[src/rtl/hsi_div_sched_if.sv]
// Pixel-in / HSI-out handshake bundle between an upstream source and hsi_div_sched.
// Latency: none, wiring only.
// Backpressure: valid/ready in both directions; master is the upstream/downstream side.
interface hsi_div_sched_if;
   logic       iValid;
   logic       oReady;
   logic [7:0] iR;
   logic [7:0] iG;
   logic [7:0] iB;
   logic       oValid;
   logic       iReady;
   logic [8:0] oHue;
   logic [7:0] oSaturation;
   logic [7:0] oIntensity;

   modport master (
      output iValid, iR, iG, iB, iReady,
      input  oReady, oValid, oHue, oSaturation, oIntensity
   );

   modport slave (
      input  iValid, iR, iG, iB, iReady,
      output oReady, oValid, oHue, oSaturation, oIntensity
   );
endinterface

[src/rtl/hsi_div_sched.sv]
// RGB -> HSI converter sharing one 18-step restoring divider across intensity, saturation and hue.
// Latency: pixel accepted at edge T, oValid first seen high at edge T+55, independent of data.
// Backpressure: one pixel in flight; oReady only in IDLE, results held in DONE until iReady.
module hsi_div_sched (
   input  logic           iCLK,
   input  logic           iRST,
   hsi_div_sched_if.slave bus
);
   typedef enum logic [2:0] {IDLE, DIV_I, DIV_S, DIV_H, DONE} state_t;
   localparam logic [4:0] LAST_STEP = 5'd17;

   state_t      state, state_nxt;
   logic        rdy, vld;
   logic [7:0]  pix_r, pix_g, pix_b;

   // divider state: step counter, partial remainder, quotient shift register
   logic [4:0]  cnt;
   logic [9:0]  rem;
   logic [17:0] quo;

   // intermediate and final results
   logic [7:0]  int_hold, sat_hold;
   logic [8:0]  hue_out;
   logic [7:0]  sat_out, int_out;

   // pixel-derived operands
   logic [9:0]  sum;
   logic [7:0]  mn;
   logic        gray;
   logic [7:0]  hue_diff;
   logic [9:0]  hue_den;
   logic [8:0]  hue_off;
   logic [17:0] sat_num, hue_num;

   // divider datapath
   logic [17:0] dvd;
   logic [9:0]  dvs;
   logic [4:0]  idx;
   logic [9:0]  rem_cur;
   logic [10:0] trial, diff;
   logic        ge;
   logic [9:0]  rem_nxt;
   logic [17:0] quo_nxt, res;
   logic        last;
   logic        unused_bits;

   // Operand preparation from the captured pixel: sum, min and hue sector terms.
   always_comb begin
      sum      = {2'b00, pix_r} + {2'b00, pix_g} + {2'b00, pix_b};
      gray     = (pix_r == pix_g) && (pix_g == pix_b);
      mn       = pix_b;
      if ((pix_r <= pix_g) && (pix_r <= pix_b))
         mn = pix_r;
      else if ((pix_g < pix_r) && (pix_g <= pix_b))
         mn = pix_g;
      hue_diff = '0;
      hue_den  = '0;
      hue_off  = '0;
      if (gray) begin
         hue_diff = '0;
         hue_den  = '0;
         hue_off  = 9'd0;
      end else if (mn == pix_b) begin
         hue_diff = pix_g - pix_b;
         hue_den  = {2'b00, pix_r} + {2'b00, pix_g} - {1'b0, pix_b, 1'b0};
         hue_off  = 9'd0;
      end else if (mn == pix_r) begin
         hue_diff = pix_b - pix_r;
         hue_den  = {2'b00, pix_b} + {2'b00, pix_g} - {1'b0, pix_r, 1'b0};
         hue_off  = 9'd120;
      end else begin
         hue_diff = pix_r - pix_g;
         hue_den  = {2'b00, pix_r} + {2'b00, pix_b} - {1'b0, pix_g, 1'b0};
         hue_off  = 9'd240;
      end
      sat_num  = 18'd765 * {10'd0, mn};
      hue_num  = 18'd120 * {10'd0, hue_diff};
   end

   // One restoring-division step per cycle, dividend bits consumed MSB first.
   always_comb begin
      dvd = '0;
      dvs = '0;
      case (state)
         DIV_I:   begin dvd = {8'd0, sum}; dvs = 10'd3;   end
         DIV_S:   begin dvd = sat_num;     dvs = sum;     end
         DIV_H:   begin dvd = hue_num;     dvs = hue_den; end
         default: begin dvd = '0;          dvs = '0;      end
      endcase
      idx     = LAST_STEP - cnt;
      rem_cur = (cnt == 5'd0) ? 10'd0 : rem;
      trial   = {rem_cur, dvd[idx]};
      diff    = trial - {1'b0, dvs};
      ge      = trial >= {1'b0, dvs};
      rem_nxt = ge ? diff[9:0] : trial[9:0];
      quo_nxt = {quo[16:0], ge};
      // a zero divisor still runs all steps but yields a defined zero
      res     = (dvs == 10'd0) ? 18'd0 : quo_nxt;
      last    = (cnt == LAST_STEP);
   end

   assign unused_bits = ^{quo[17], res[17:9], diff[10]};

   // Sequencer next state and handshake outputs.
   always_comb begin
      state_nxt = state;
      rdy       = 1'b0;
      vld       = 1'b0;
      case (state)
         IDLE: begin
            rdy = 1'b1;
            if (bus.iValid) state_nxt = DIV_I;
         end
         DIV_I: if (last) state_nxt = DIV_S;
         DIV_S: if (last) state_nxt = DIV_H;
         DIV_H: if (last) state_nxt = DONE;
         DONE: begin
            vld = 1'b1;
            if (bus.iReady) state_nxt = IDLE;
         end
         default: state_nxt = IDLE;
      endcase
   end

   // State register.
   always_ff @(posedge iCLK or posedge iRST) begin
      if (iRST) state <= IDLE;
      else      state <= state_nxt;
   end

   // Capture the pixel only on an accepted handshake.
   always_ff @(posedge iCLK or posedge iRST) begin
      if (iRST) begin
         pix_r <= '0;
         pix_g <= '0;
         pix_b <= '0;
      end else if ((state == IDLE) && bus.iValid) begin
         pix_r <= bus.iR;
         pix_g <= bus.iG;
         pix_b <= bus.iB;
      end
   end

   // Advance the shared divider while in any division state.
   always_ff @(posedge iCLK or posedge iRST) begin
      if (iRST) begin
         cnt <= '0;
         rem <= '0;
         quo <= '0;
      end else if ((state == DIV_I) || (state == DIV_S) || (state == DIV_H)) begin
         cnt <= last ? 5'd0 : cnt + 5'd1;
         rem <= rem_nxt;
         quo <= quo_nxt;
      end else begin
         cnt <= '0;
      end
   end

   // Bank each quotient; publish all three outputs together on entry to DONE.
   always_ff @(posedge iCLK or posedge iRST) begin
      if (iRST) begin
         int_hold <= '0;
         sat_hold <= '0;
         hue_out  <= '0;
         sat_out  <= '0;
         int_out  <= '0;
      end else if (last) begin
         case (state)
            DIV_I: int_hold <= res[7:0];
            DIV_S: sat_hold <= (sum == 10'd0) ? 8'd0 : 8'd255 - res[7:0];
            DIV_H: begin
               hue_out <= hue_off + res[8:0];
               sat_out <= sat_hold;
               int_out <= int_hold;
            end
            default: ;
         endcase
      end
   end

   assign bus.oReady      = rdy;
   assign bus.oValid      = vld;
   assign bus.oHue        = hue_out;
   assign bus.oSaturation = sat_out;
   assign bus.oIntensity  = int_out;
endmodule

[src/flat_wrapper.sv]
// flat-port wrapper written by rule: the top's interface ports become plain ports
module hsi_div_sched_flat 
  (iCLK, iRST, bus_iValid, bus_iR, bus_iG, bus_iB, bus_iReady, bus_oReady, bus_oValid, bus_oHue, bus_oSaturation, bus_oIntensity);
  hsi_div_sched_if bus_i ();
  input  logic iCLK;
  input  logic iRST;
  input wire logic [$bits(bus_i.iValid)-1:0] bus_iValid;
  input wire logic [$bits(bus_i.iR)-1:0] bus_iR;
  input wire logic [$bits(bus_i.iG)-1:0] bus_iG;
  input wire logic [$bits(bus_i.iB)-1:0] bus_iB;
  input wire logic [$bits(bus_i.iReady)-1:0] bus_iReady;
  output wire logic [$bits(bus_i.oReady)-1:0] bus_oReady;
  output wire logic [$bits(bus_i.oValid)-1:0] bus_oValid;
  output wire logic [$bits(bus_i.oHue)-1:0] bus_oHue;
  output wire logic [$bits(bus_i.oSaturation)-1:0] bus_oSaturation;
  output wire logic [$bits(bus_i.oIntensity)-1:0] bus_oIntensity;
  assign bus_i.iValid = bus_iValid;
  assign bus_i.iR = bus_iR;
  assign bus_i.iG = bus_iG;
  assign bus_i.iB = bus_iB;
  assign bus_i.iReady = bus_iReady;
  assign bus_oReady = bus_i.oReady;
  assign bus_oValid = bus_i.oValid;
  assign bus_oHue = bus_i.oHue;
  assign bus_oSaturation = bus_i.oSaturation;
  assign bus_oIntensity = bus_i.oIntensity;
  hsi_div_sched u_core (.iCLK(iCLK), .iRST(iRST), .bus(bus_i));
endmodule
[config.mk]
export PLATFORM = sky130hd
export DESIGN_NAME = hsi_div_sched_flat
export DESIGN_NICKNAME = d
export VERILOG_FILES = /design/src/rtl/hsi_div_sched_if.sv /design/src/rtl/hsi_div_sched.sv /design/src/flat_wrapper.sv
export SDC_FILE = /design/constraint.sdc
export NUM_CORES = 1
export LEC_CHECK = 0
export ABC_AREA = 1
export BUFFER_PORTS_ARGS = -buffer_cell sky130_fd_sc_hd__buf_2
export CELL_PAD_IN_SITES_DETAIL_PLACEMENT = 1
export CELL_PAD_IN_SITES_GLOBAL_PLACEMENT = 2
export CORE_MARGIN = 2
export CORE_UTILIZATION = 40
export DETAILED_ROUTE_END_ITERATION = 16
export PLACE_DENSITY_LB_ADDON = 0.1
export SYNTH_ARGS = -nofsm -noshare
export SYNTH_HDL_FRONTEND = slang
export SYNTH_SLANG_ARGS = --single-unit
export TNS_END_PERCENT = 20
[constraint.sdc]
create_clock -name iCLK -period 26.9 [get_ports iCLK]
set_input_delay 0 -clock iCLK [delete_from_list [all_inputs] [get_ports iCLK]]
set_output_delay 0 -clock iCLK [all_outputs]
set_load 0.01 [all_outputs]
==> out/results.ini <==
[clock_network]
cts_sinks = 91
cts-root-buf = clkbuf_16
clk_pin_slew_worst_paths_ns = 0.08
postCtsSetupRepairBufs = 0
cts-hold-fix-buffers = 26
h-tree-depth = 3
clk_latency_ns = 0.38
cts_resized = 0
numCtsBuffers = 9
clk_path_buf_depth = 2
cts_tree = done

[floorplanning]
initial_core_util_pct = 40.59
dieArea_mm2 = 0.02955
die_x_um = 171.9
core_area_mm2 = 0.02778
io_pins = 55
die_h_um = 171.9
rows = 61

[synth]
synthSimpleGateAreaFrac_pct = 23.51
muxShareOfSynthArea_pct = 0
async_reset_ff_share_pct = 100.0
ys_seq_elements = 91
synth_edf_count = 0
synth_area_mm2 = 0.01128
syn-num-nets = 1801
yosysWarnings = 0
synth_compound_area_share_pct = 14.31
synth_cell_types = 50
synthCells = 1568
synth_flop_cell = dfrtp_1
ys_seq_area_share_pct = 20.20
synth_top_family_by_area = adder cells
synthAdderAreaFrac_pct = 26.14
synth_area_per_cell_um2 = 7.191
synthXorXnorAreaFrac_pct = 5.360

[outcome]
status = finished clean

[sta]
finalHoldViolCount = 0
fmax_ghz = 0.09315
fin_crit_ns = 10.74
finalSetupTns_ns = 0
rsz0062_at_grt = false
tightest_slew_ns = 1.081
finalCritPeriodShare_pct = 39.91
setup_viol = 0
finClkSkew_ns = 0.02632
slew_headroom_pct = 27.84
maxSlewViolCount = 0

[worst_setup_path]
max_stage_delay_ns = 0.67
slowest_stage = dfrtp_1
cp_top_family = simple AND/OR/NAND/NOR gates
worstPathRequired_ns = 27.20
path_buf_inv = 13
arrival_ns = 11.04
crit_top_cell = nand2_1
cp-start-kind = register
crit_type = reg2reg
cp-end-kind = register
cp_max_fo = 24

[global_route]
grt_pass1_vias = 11006
grt_max_degree = 54
antenna_found_initial = 0
overflow = 0
grt_pass1_wl_um = 61310
grt_usage_pct = 27.40

[place]
io_buffers = 54
gp_congestion = 0.9367
dpl.hpwl_um = 32030

[drt]
drt_wl_total_um = 38710
vias_per_cell = 5.211
dr.pass1.iters = 8
vias = 10510
wl_per_cell_um = 19.19
final_antenna_net_count = 0
drc = 0
drt_iter0_drc = 717

[final_layout]
drive_above_1_share_pct = 8.176
nFillCells = 3569
fin_nets = 1867
diodes = 0
syn_to_final_growth_pct = 10.70

[hold_path]
min_path_type = in2reg

[flow_run]
max_cap_viol_count = 0

path summary, 6_finish.rpt:
check / end / slack (ns) / cells after the start / startpoint
min in group asynchronous: u_core.bus.oSaturation[1] / 0.20 / 3 / iRST
hold / removal: u_core.state[0] / 0.10 / 3 / bus_iValid
setup reg to reg: u_core.rem[0] / 16.16 / 64 / u_core.pix_g[1]
setup / recovery: u_core.rem[0] / 16.16 / 64 / u_core.pix_g[1]
max in group asynchronous: u_core.pix_g[1] / 25.52 / 4 / iRST
hold reg to reg: u_core.bus.oIntensity[7] / 0.47 / 2 / u_core.bus.oIntensity[7]
final cells by class:
cell class	count	area, µm²	share of cell area, %
multi-input combinational	1170	7820	62.65
sequential	91	2277	18.24
inverter	277	1042	8.350
timing repair buffer	85	568.0	4.551
tap	378	473.0	3.789
clock buffer	9	225.2	1.804
clock inverter	7	76.32	0.6115
sequential cells by signal, summed over array words and instances (netlist names):
name / flops
u_core.bus.oIntensity: 8
u_core.rem: 10
u_core.bus.oSaturation: 8
u_core.quo: 8
u_core.cnt: 5
u_core.bus.oHue: 9
u_core.sat_hold: 8
u_core.pix_r: 8
u_core.pix_b: 8
u_core.pix_g: 8
u_core.int_hold: 8
u_core.state: 3
routing by layer:
| metal | track usage [%] | up-vias | routed length [µm] | share of wire, % |
|---|---|---|---|---|
| met1 | 36.91 | 5114 | 18110 | 47 |
| li1 | - | 5174 | - | - |
| met2 | 47.67 | 199 | 18610 | 48 |
| met4 | 5.225 | 0 | 512 | 1.3 |
| met3 | 3.067 | 23 | 1472 | 3.8 |
| met5 | 0 | - | 0 | 0 |
worst register-to-register path: cells and delay by family, from the launching register on:
family,cells,cell delay (ns)
simple gates,35,4.48
fa+ha+maj,5,2.14
compound gates,11,1.74
buf+inv,13,1.65
flops,1,0.67
Yosys cell counts (11+ instances only):
library cell  number  area share, %
nand2_1          343             11
inv_1            267            8.9
ha_1             154             17
nor2_1           114            3.8
a21oi_1          112            5.0
dfrtp_1           91             20
o21ai_0           89            4.0
nand3_1           86            3.8
fa_1              51            9.1
xor2_1            49            3.8
o21bai_1          24            1.6
xnor2_1           20            1.6
clkbuf_1          18           0.60
nand2_2           16           0.89
or2_2             14           0.78
nand4_1           11           0.61
layout by cell type (no fill, tap or decap), types with 10 or more instances in the layout:
master	instances
inv_1	266
nand2_2	17
dfrtp_1	91
ha_1	154
dlygate4sd3_1	26
nand4_1	11
o21bai_1	24
or2_2	14
nor3_1	10
a21oi_1	112
nand2_1	342
nor2_1	114
xnor2_1	20
o21ai_0	89
fa_1	51
buf_2	54
nand3_1	86
xor2_1	49
cell families after synthesis:
| kind of cell | count (synthesis) |
|---|---|
| buf+inv | 307 |
| flops | 91 |
| simple gates | 616 |
| fa+ha+maj | 205 |
| compound gates | 280 |
| xor+xnor | 69 |
per-stage QoR:
step / area (µm²) / hold WS, ns / instances / worst slack [ns] / util (%)
after floorplan: 11280 / 0.1587 / 1568 / 18.38 / -
after global placement: 11920 / 0.07658 / 1975 / 16.43 / 42.91
after detailed placement: 11920 / 0.07270 / 1975 / 16.18 / 42.91
after CTS: 12480 / 0.1023 / 2017 / 16.13 / 44.93
after global routing: 12480 / 0.1792 / 2017 / 14.95 / 44.93
final: 12480 / 0.1025 / 2017 / 16.16 / 44.93
Power is not shown: default switching activity piles up to over one toggle a cycle in this logic, so the estimate is an artifact.
